===== src/rtl/row_multiplier_pkg.sv =====
// rtl/row_multiplier_pkg.sv - shared constants, state type and row base helper
package row_multiplier_pkg;

  localparam int NUM_PIXELS = 784;
  localparam int NUM_PAIRS  = 392;
  localparam int NUM_ROWS   = 10;
  localparam int PIX_W      = 8;
  localparam int WGT_W      = 16;
  localparam int RES_W      = 16;
  localparam int PADDR_W    = 10;
  localparam int WADDR_W    = 13;
  localparam int CNT_W      = 9;

  typedef enum logic [1:0] {IDLE, RUN, DRAIN, DONE} state_t;

  // row*784 as shift-add: 784 = 512 + 256 + 16
  function automatic logic [WADDR_W-1:0] row_base(input logic [3:0] row);
    logic [WADDR_W-1:0] r;
    r = WADDR_W'(row);
    return (r << 9) + (r << 8) + (r << 4);
  endfunction

endpackage


===== src/rtl/row_multiplier_pair_mac.sv =====
// rtl/row_multiplier_pair_mac.sv - two-product accumulator saturating at each step
module pair_mac
  import row_multiplier_pkg::*;
(
  input  logic             clk,
  input  logic             rst,
  input  logic             clear,
  input  logic             enable,
  input  logic [PIX_W-1:0] p1,
  input  logic [WGT_W-1:0] w1,
  input  logic [PIX_W-1:0] p2,
  input  logic [WGT_W-1:0] w2,
  output logic [RES_W-1:0] sum,
  output logic             overflow
);

  localparam int PROD_W = PIX_W + WGT_W;
  localparam int ACC_W  = PROD_W + 2;

  logic [RES_W-1:0]  sum_q, sum_d;
  logic              ovf_q, ovf_d;
  logic [PROD_W-1:0] prod1, prod2;
  logic [ACC_W-1:0]  total;

  always_comb begin
    prod1 = PROD_W'(p1) * PROD_W'(w1);
    prod2 = PROD_W'(p2) * PROD_W'(w2);
    total = ACC_W'(sum_q) + ACC_W'(prod1) + ACC_W'(prod2);
    sum_d = sum_q;
    ovf_d = ovf_q;
    if (clear) begin
      sum_d = '0;
      ovf_d = 1'b0;
    end else if (enable) begin
      if (total[ACC_W-1:RES_W] != '0) begin
        sum_d = '1;
        ovf_d = 1'b1;
      end else begin
        sum_d = total[RES_W-1:0];
      end
    end
  end

  always_ff @(posedge clk or posedge rst) begin
    if (rst) begin
      sum_q <= '0;
      ovf_q <= 1'b0;
    end else begin
      sum_q <= sum_d;
      ovf_q <= ovf_d;
    end
  end

  assign sum      = sum_q;
  assign overflow = ovf_q;

endmodule


===== src/rtl/row_multiplier.sv =====
// rtl/row_multiplier.sv - one FC-layer row dot product, two pixel/weight pairs per cycle
module row_multiplier
  import row_multiplier_pkg::*;
(
  input  logic               clk,
  input  logic               rst,
  input  logic [3:0]         row_select,
  input  logic               begin_mult,
  input  logic [PIX_W-1:0]   pixel_value_1,
  input  logic [PIX_W-1:0]   pixel_value_2,
  input  logic [WGT_W-1:0]   weight_value_1,
  input  logic [WGT_W-1:0]   weight_value_2,
  output logic [PADDR_W-1:0] pixel_address_1,
  output logic [PADDR_W-1:0] pixel_address_2,
  output logic [WADDR_W-1:0] weight_address_1,
  output logic [WADDR_W-1:0] weight_address_2,
  output logic               done_row,
  output logic [RES_W-1:0]   row_result,
  output logic               overflow
);

  state_t             state_q, state_d;
  logic [CNT_W-1:0]   k_q, k_d;
  logic [WADDR_W-1:0] base_q, base_d;
  logic               mac_clear, mac_en, running;

  always_comb begin
    state_d   = state_q;
    k_d       = k_q;
    base_d    = base_q;
    mac_clear = 1'b0;
    case (state_q)
      IDLE: begin
        if (begin_mult) begin
          mac_clear = 1'b1;
          k_d       = '0;
          if (row_select > 4'(NUM_ROWS - 1)) begin
            state_d = DONE;
          end else begin
            base_d  = row_base(row_select);
            state_d = RUN;
          end
        end
      end
      RUN: begin
        if (k_q == CNT_W'(NUM_PAIRS - 1)) begin
          state_d = DRAIN;
        end else begin
          k_d = k_q + 1'b1;
        end
      end
      DRAIN:   state_d = DONE;
      DONE:    state_d = IDLE;
      default: state_d = IDLE;
    endcase
  end

  always_ff @(posedge clk or posedge rst) begin
    if (rst) begin
      state_q <= IDLE;
      k_q     <= '0;
      base_q  <= '0;
    end else begin
      state_q <= state_d;
      k_q     <= k_d;
      base_q  <= base_d;
    end
  end

  // Memory returns data one cycle after the address, so the MAC trails RUN by a cycle
  assign running = (state_q == RUN);
  assign mac_en  = (running && k_q != '0) || (state_q == DRAIN);

  assign pixel_address_1  = running ? {k_q, 1'b0} : '0;
  assign pixel_address_2  = running ? {k_q, 1'b1} : '0;
  assign weight_address_1 = running ? base_q + WADDR_W'({k_q, 1'b0}) : '0;
  assign weight_address_2 = running ? base_q + WADDR_W'({k_q, 1'b1}) : '0;
  assign done_row         = (state_q == DONE);

  pair_mac u_mac (
    .clk      (clk),
    .rst      (rst),
    .clear    (mac_clear),
    .enable   (mac_en),
    .p1       (pixel_value_1),
    .w1       (weight_value_1),
    .p2       (pixel_value_2),
    .w2       (weight_value_2),
    .sum      (row_result),
    .overflow (overflow)
  );

endmodule


===== config.mk =====
export PLATFORM = sky130hd
export DESIGN_NAME = row_multiplier
export DESIGN_NICKNAME = d
export VERILOG_FILES = /design/src/rtl/row_multiplier_pkg.sv /design/src/rtl/row_multiplier_pair_mac.sv /design/src/rtl/row_multiplier.sv
export SDC_FILE = /design/constraint.sdc
export NUM_CORES = 1
export LEC_CHECK = 0
export CAP_MARGIN = 10
export CORE_ASPECT_RATIO = 0.8
export CORE_MARGIN = 3
export CORE_UTILIZATION = 60
export CTS_BUF_LIST = sky130_fd_sc_hd__clkbuf_16
export DETAILED_ROUTE_END_ITERATION = 6
export HOLD_SLACK_MARGIN = 0.05
export PLACE_DENSITY = 0.88
export SLEW_MARGIN = 40
export SYNTH_ARGS = -nofsm -noshare
export SYNTH_HDL_FRONTEND = slang
export SYNTH_SLANG_ARGS = --single-unit
export TNS_END_PERCENT = 100

===== constraint.sdc =====
create_clock -name clk -period 18.2 [get_ports clk]
set_clock_uncertainty 0.15 [all_clocks]
set_input_delay 2.73 -clock clk [delete_from_list [all_inputs] [get_ports clk]]
set_output_delay 2.73 -clock clk [all_outputs]
set_load 0.03 [all_outputs]

**Yosys cells after proc, flatten, opt, wreduce, memory -nomap -nowiden**

Index checks and enable logic that the tools add are counted.

- Register bits after elaboration: 41
- Input port bits: 55

- $add $sub $neg: 7
- Multiply operators: 2
- Order comparisons: 1
- Equality and inequality tests: 7
- Mux-type cells: 19
- Bitwise gates (word level): 1
- Reductions and logical operators: 12

Operators with widths:

| kind | count |
|---|---|
| multiplier 8 x 16 -> 24 bit | 2 |
| 2-to-1 mux 16 bit | 3 |
| adder 13 x 10 -> 13 bit | 2 |
| adder 26 x 24 -> 26 bit | 1 |
| 2-to-1 mux 13 bit | 2 |
| adder 16 x 24 -> 25 bit | 1 |
| 2-to-1 mux 10 bit | 2 |
| 2-to-1 mux 9 bit | 2 |
| one-hot mux 9 bit (2 select lines) | 1 |
| adder 13 x 12 -> 13 bit | 1 |
| adder 13 x 8 -> 13 bit | 1 |
| nonzero test 10 bit | 1 |
| adder 9 x 1 -> 9 bit, second input constant | 1 |
| == test 9 bit, second input constant | 1 |
| nonzero test 9 bit | 1 |
| one-hot mux 2 bit (4 select lines) | 1 |
| 2-to-1 mux 2 bit | 3 |
| AND reduction 3 bit | 2 |
| nonzero test 2 bit | 3 |
| 2-to-1 mux 1 bit | 5 |
| == test 2 bit, second input constant | 2 |
| greater-than comparator 4 bit, second input constant | 1 |
| != test 2 bit, second input constant | 2 |
| AND reduction 2 bit | 2 |
| 6 further kinds | 6 |

**Logic depth before layout (Yosys ltp)**

Gate-level depths: netlist of the first run.

- Word-level depth: 7
- Depth in mapped cells: 38
- Depth with buffers taken out: 36

**Hierarchy**

A second synthesis of the first run with hierarchy kept.

- Cells, all modules: 1334
- Area, all modules: 11913.9 sq um

Modules (own cells, without submodules):

| module | instances | cells each | area each (sq um) |
|---|---|---|---|
| pair_mac | 1 | 1127 | 10079.7 |
| row_multiplier | 1 | 207 | 1834.3 |

**Worst setup path after synthesis of the first run**

OpenSTA, ideal clock, no wires.

- Path kind: in2reg
- Start: in pixel_value_1[5]
- End: reg u_mac.sum_q[15] (netlist: u_mac.sum[15])
- Library setup time: 0.141 ns
- Arrival: 11.155 ns
- Path slack: 6.754 ns
- Stages: 35
- Path through: clkbuf_1 -> nand2_1 -> fa_1 -> fa_1 -> inv_1 -> fa_1 -> fa_1 -> ha_1 -> a21o_1 -> a31oi_1 -> o21ai_0 -> o31a_1 -> and3_1 -> o21ai_0 -> nand2b_1 -> a21oi_1 -> xor2_1 -> fa_1 -> inv_1 -> fa_1 -> inv_1 -> fa_1 -> inv_1 -> fa_1 -> ha_1 -> and2_1 -> and3_1 -> o211ai_1 -> o2111ai_1 -> nand2_1 -> mux2i_1 -> or4_4 -> nor4_4 -> buf_6 -> a31oi_1

- Word-level cells in the longest chain between the ends: 7

Ends and longest elaborated chain:

| what | RTL line | text |
|---|---|---|
| start: declaration | row_multiplier.sv:9 | `input logic [PIX_W-1:0] pixel_value_1,` |
| multiplier 8 x 16 -> 24 bit * | row_multiplier_pair_mac.sv:26 | `prod1 = PROD_W'(p1) * PROD_W'(w1);` |
| adder 16 x 24 -> 25 bit * | row_multiplier_pair_mac.sv:28 | `total = ACC_W'(sum_q) + ACC_W'(prod1) + ACC_W'(prod2);` |
| adder 26 x 24 -> 26 bit * | row_multiplier_pair_mac.sv:28 |  |
| nonzero test 10 bit | row_multiplier_pair_mac.sv:35 | `if (total[ACC_W-1:RES_W] != '0) begin` |
| 2-to-1 mux 16 bit * | row_multiplier_pair_mac.sv:35 |  |
| 2-to-1 mux 16 bit * | row_multiplier_pair_mac.sv:34 | `end else if (enable) begin` |
| 2-to-1 mux 16 bit * | row_multiplier_pair_mac.sv:31 | `if (clear) begin` |
| end signal: assignment | row_multiplier_pair_mac.sv:49 | `sum_q <= sum_d;` |
| end: declaration | row_multiplier_pair_mac.sv:20 | `logic [RES_W-1:0] sum_q, sum_d;` |

Every way passes the cells marked *; elsewhere a longest branch is shown, timed or not. The select of a mux whose other input is x is not followed.
A chain may end at the register's enable or synchronous reset.

**Final worst setup path of the first run**

- Start: in pixel_value_1[4]
- End: reg u_mac.sum_q[7] (netlist: u_mac.sum[7])

The elaborated chain is that of the path after synthesis.

==> results of run 1 <==
## synthesized netlist by cell type (23+ instances only)
library cell  count  share of area, %
buf_4            28               1.8
nor2_1           39               1.3
inv_1           272               8.8
o21ai_0          51               2.2
and2_1          175               9.4
nand2_1         140               4.5
clkbuf_1         27              0.87
a21oi_1          39               1.7
fa_1            208                36
xor2_1           23               1.7
ha_1            115                12
dfrtp_1          36               7.7
xnor2_1          26               2.0
## worst reg2reg max path: cells and delay by family (launching register included)
family,cells,cell delay [ns]
mux,1,0.14
fa+ha+maj,10,4.71
compound gates,9,1.62
simple gates,7,1.81
buf+inv,6,0.59
flops,1,0.38
xor+xnor,1,0.10
## metal layers
layer | GRT usage [%] | up-vias | wire [µm] | share of wire, %
met5 | 0 | - | 0 | 0
met4 | 7.77 | 0 | 750 | 2.8
met3 | 4.13 | 52 | 2270 | 8.4
met2 | 45.1 | 421 | 13100 | 49
met1 | 36.2 | 4558 | 10800 | 40
li1 | - | 4233 | - | -
## final cells by class
class / instances / area [µm²] / share of cell area [%]
inverter: 272 / 1020 / 7.88
tap: 253 / 317 / 2.44
sequential: 36 / 901 / 6.96
timing repair buffer: 118 / 1180 / 9.08
clock inverter: 3 / 17.5 / 0.135
multi-input combinational: 970 / 9390 / 72.5
clock buffer: 5 / 125 / 0.966
## per-stage QoR
step | util, % | hold slack, ns | worst slack, ns
4_1_cts | 69.8 | 0.365 | 5.44
6_report | 69.8 | 0.367 | 5.51
2_1_floorplan | - | 0.304 | 6.75
3_3_place_gp | 69.0 | 0.342 | 5.58
5_1_grt | 69.8 | 0.393 | 5.09
3_5_place_dp | 69.0 | 0.354 | 5.22
## cell families (layout without fill, tap and decap cells)
logic type,count (synthesis),count (layout),synth area share (%)
fa+ha+maj,323,323,48.2
compound gates,168,168,9.21
other cells,1,2,0.0322
mux,7,7,0.635
buf+inv,328,398,11.6
xor+xnor,49,49,3.69
flops,36,36,7.74
simple gates,421,421,19.0
## flip-flops by register name, summed over array words and instances (netlist names)
| name | cells |
|---|---|
| state_q | 2 |
| u_mac.sum | 16 |
| k_q | 9 |
| base_q | 8 |
| u_mac.overflow | 1 |
## worst paths after layout
check	to	depth (start not counted)	slack (ns)
min	base_q[12]	2	0.37
max	u_mac.sum[7]	35	5.51
min in group asynchronous	u_mac.sum[1]	3	2.70
min reg2reg	base_q[12]	2	0.37
max in group asynchronous	base_q[8]	3	14.87
max reg2reg	u_mac.sum[7]	34	8.51
==> impl_metrics.py, run 1 <==
metrics = {
    "worst_setup_path": {
        "cp_common_cell": "fa_1",
        "critPathSlowestCell": "clkdlybuf4s50_1",
        "critPathLaunchType": "input pin",
        "arrival_ns": 12.65,
        "cp.required_ns": 18.17,
        "crit_family": "adder cells",
        "cp-startpoint": "pixel_value_1[4]",
        "path_max_fanout": 16,
        "critical_path_class": "input pin to flop",
        "cp.buffers_inverters": 6,
        "worstReg2RegStart": "u_mac.sum[7]",
        "slowest_delay_ns": 0.84,
        "end_kind": "flop",
    },
    "global_routing": {
        "grt_overflow": 0,
        "grt_pass1_vias": 9584,
        "grt_use_total_pct": 26.6,
        "antenna_found_initial": 1,
        "grt_pass1_wl_um": 45800,
        "grt_max_degree": 37,
    },
    "clocking": {
        "clk_pin_slew_ns": 0.06,
        "numCtsBuffers": 5,
        "postCtsHoldBufs": 0,
        "cts_setup_buffers": 0,
        "cts.repair.resized": 0,
        "cts_root_buf": "clkbuf_16",
        "cts_max_path_buffers": 2,
        "cts_tree": "done",
        "htreeDepth": 2,
        "worst_skew_pair.late_latency_ns": 0.29,
        "clock_sinks": 36,
    },
    "synth": {
        "syn_area_mm2": 0.0116,
        "avgSynthCellArea_um2": 8.73,
        "ys_ff_latch": 36,
        "synthFlopType": "dfrtp_1",
        "ys_seq_area_share_pct": 7.74,
        "synth_edf_count": 0,
        "async_reset_ff_share_pct": 100,
        "yosysWarnings": 0,
        "syn_inst": 1333,
        "synth.distinct_cells": 56,
    },
    "timing": {
        "period_needed_ns": 12.69,
        "fmax_mhz": 78.8,
        "slew_headroom_pct": 50.5,
        "rsz0062_at_grt": "no",
        "timing.final.crit_share_pct": 69.7,
        "fin_tns_setup_ns": 0,
        "finalMaxSlewViolations": 0,
        "setup_violations": 0,
        "hold_viol_final": 0,
        "tightest_slew_ns": 0.743,
    },
    "route": {
        "vias_per_cell": 5.59,
        "routedWlPerCell_um": 16.3,
        "drt_iter0_drc": 821,
        "drc_errors": 0,
        "final_antenna_net_count": 0,
        "routed_wl_um": 27000,
        "first_pass_iters": 6,
        "vias": 9264,
    },
    "layout": {
        "final_cell_mix": "inv_1, fa_1, and2_1, nand2_1, clkdlybuf4s50_1",
        "drive_above_1_share_pct": 1.50,
        "final_common_cell": "inv_1",
        "nets": 1781,
        "syn2layout_area_growth_pct": 11.3,
        "final_area_mm2": 0.0129,
        "stdcell_count": 1657,
        "fill_cells": 1401,
        "antenna_cells": 0,
    },
    "hold_path": {
        "hp-class": "flop to flop",
        "min_from": "base_q[12]",
    },
    "floorplan": {
        "core-area_mm2": 0.0186,
        "start_util_pct": 62.7,
        "die_w_um": 162,
        "core.rowCount": 44,
        "die_area_mm2": 0.0211,
        "ios": 119,
        "die_y_um": 131,
    },
    "placement": {
        "gp_congestion": 0.903,
        "dpl_cell_area_mm2": 0.0128,
        "dpl.cell_count": 1648,
        "hpwl_um": 23000,
        "portBuffers": 116,
    },
    "outcome": {
        "status": "finished clean",
    },
    "run": {
        "drv_cap": 0,
    },
}
Power of run 1 is not shown: default switching activity piles up to over one toggle a cycle in this logic, so the estimate is an artifact.
==> inputs of run 2 (changes only) <==
==> constraint.sdc (replaced) <==
create_clock -name clk -period 12.6 [get_ports clk]
set_clock_uncertainty 0.15 [all_clocks]
set_input_delay 1.89 -clock clk [delete_from_list [all_inputs] [get_ports clk]]
set_output_delay 1.89 -clock clk [all_outputs]
set_load 0.03 [all_outputs]
==> run 2 against run 1 <==
  * Setup slack got worse by 4.7 ns
  * Global-route usage grew 0.37 points
  * Flip-flop and latch count stayed put
  * Final cell count is the same
  * Via count increased by 0.80%
  * Clock-buffer cell count unchanged
  * Final area up 0.19%
  * Critical path depth did not move
  * Sequential share of layout area about the same
  * Hold slack got worse by 0.0032 ns
  * Wire length rose by 0.60%
  * Non-clock buffer count stayed put
  * Critical endpoint is now u_mac.sum[6]
==> impl_metrics.py, run 2 (synthesis results as in run 1) <==
metrics = {
    "worst_setup_path": {
        "cp-startpoint": "pixel_value_1[4]",
        "worstReg2RegStart": "u_mac.sum[6]",
        "end_kind": "flop",
        "crit_family": "adder cells",
        "critPathLaunchType": "input pin",
        "arrival_ns": 11.74,
        "cp.required_ns": 12.57,
        "critical_path_class": "input pin to flop",
        "cp_common_cell": "fa_1",
        "slowest_delay_ns": 0.85,
        "critPathSlowestCell": "clkdlybuf4s50_1",
        "path_max_fanout": 16,
        "cp.buffers_inverters": 6,
    },
    "timing": {
        "slew_headroom_pct": 49.3,
        "tightest_slew_ns": 0.760,
        "period_needed_ns": 11.77,
        "hold_slack_ns": 0.363,
        "fmax_mhz": 84.9,
        "hold_viol_final": 0,
        "timing.final.crit_share_pct": 93.4,
        "finalMaxSlewViolations": 0,
        "final.setup.worst_slack_ns": 0.826,
        "setup_violations": 0,
        "fin_tns_setup_ns": 0,
        "rsz0062_at_grt": "no",
    },
    "placement": {
        "portBuffers": 116,
        "dp_slack_ns": 0.455,
        "gp_congestion": 0.903,
        "dpl_cell_area_mm2": 0.0128,
        "hpwl_um": 23000,
    },
    "global_routing": {
        "grt_use_total_pct": 27.0,
        "grt_pass1_vias": 9678,
        "grt_pass1_wl_um": 46500,
        "antenna_found_initial": 0,
        "grt_max_degree": 37,
        "grt_overflow": 0,
    },
    "layout": {
        "antenna_cells": 0,
        "largest_register_ff_count": 16,
        "final_area_mm2": 0.0130,
        "final_cell_mix": "inv_1, fa_1, and2_1, nand2_1, clkdlybuf4s50_1",
        "nets": 1781,
        "final_common_cell": "inv_1",
        "syn2layout_area_growth_pct": 11.5,
        "drive_above_1_share_pct": 1.57,
    },
    "route": {
        "drt_iter0_drc": 717,
        "routedWlPerCell_um": 16.4,
        "final_antenna_net_count": 0,
        "drc_errors": 0,
        "routed_wl_um": 27100,
        "first_pass_iters": 6,
        "vias_per_cell": 5.64,
        "vias": 9338,
    },
    "clocking": {
        "cts_max_path_buffers": 2,
        "worst_skew_pair.late_latency_ns": 0.28,
        "htreeDepth": 2,
        "postCtsHoldBufs": 0,
        "clk_pin_slew_ns": 0.05,
        "numCtsBuffers": 5,
        "cts_root_buf": "clkbuf_16",
        "cts.repair.resized": 0,
        "cts_setup_buffers": 0,
        "cts_tree": "done",
        "clock_sinks": 36,
    },
    "floorplan": {
        "die_w_um": 162,
        "start_util_pct": 62.7,
        "ios": 119,
        "core-area_mm2": 0.0186,
        "die_area_mm2": 0.0211,
        "die_y_um": 131,
        "core.rowCount": 44,
    },
    "hold_path": {
        "hp-class": "flop to flop",
        "min_from": "base_q[12]",
    },
    "run": {
        "drv_cap": 0,
    },
    "outcome": {
        "status": "finished clean",
    },
}
==> run 2: metal layers <==
layer / GRT usage, % / share of wire (%) / up-vias
met5: 0 / 0 / -
met4: 8.17 / 3.3 / 0
met3: 3.31 / 7.8 / 69
met2: 45.8 / 48 / 427
met1: 37.1 / 41 / 4601
li1: - / - / 4241
==> run 2: area by class of cell <==
type	instances	area, µm²
clock buffer	5	125
clock inverter	3	42.5
fill	1396	5580
inverter	272	1020
multi-input combinational	970	9390
sequential	36	901
tap	253	317
timing repair buffer	118	1180
==> run 2: stage by stage <==
step	std cells	utilization, %
6_report	1657	69.9
4_1_cts	1656	69.9
2_1_floorplan	1334	-
3_3_place_gp	1648	69.0
5_1_grt	1657	69.9
3_5_place_dp	1648	69.0
==> run 2: final timing paths <==
| kind | to | slack, ns | depth (start not counted) |
|---|---|---|---|
| min in group asynchronous | u_mac.sum[0] | 1.87 | 3 |
| hold reg to reg | base_q[12] | 0.36 | 2 |
| setup reg to reg | u_mac.sum[6] | 2.97 | 36 |
| hold / removal | base_q[12] | 0.36 | 2 |
| max in group asynchronous | base_q[5] | 10.11 | 3 |
| setup / recovery | u_mac.sum[6] | 0.83 | 35 |
==> run 2: worst register-to-register path: cells and delay by family (launching register included) <==
kind / cells / cell delay [ns]
fa+ha+maj: 10 / 4.55
flops: 1 / 0.40
xor+xnor: 1 / 0.11
mux: 1 / 0.13
buf+inv: 8 / 0.72
compound gates: 9 / 1.63
simple gates: 7 / 1.78
Power of run 2 is left out for the same reason.
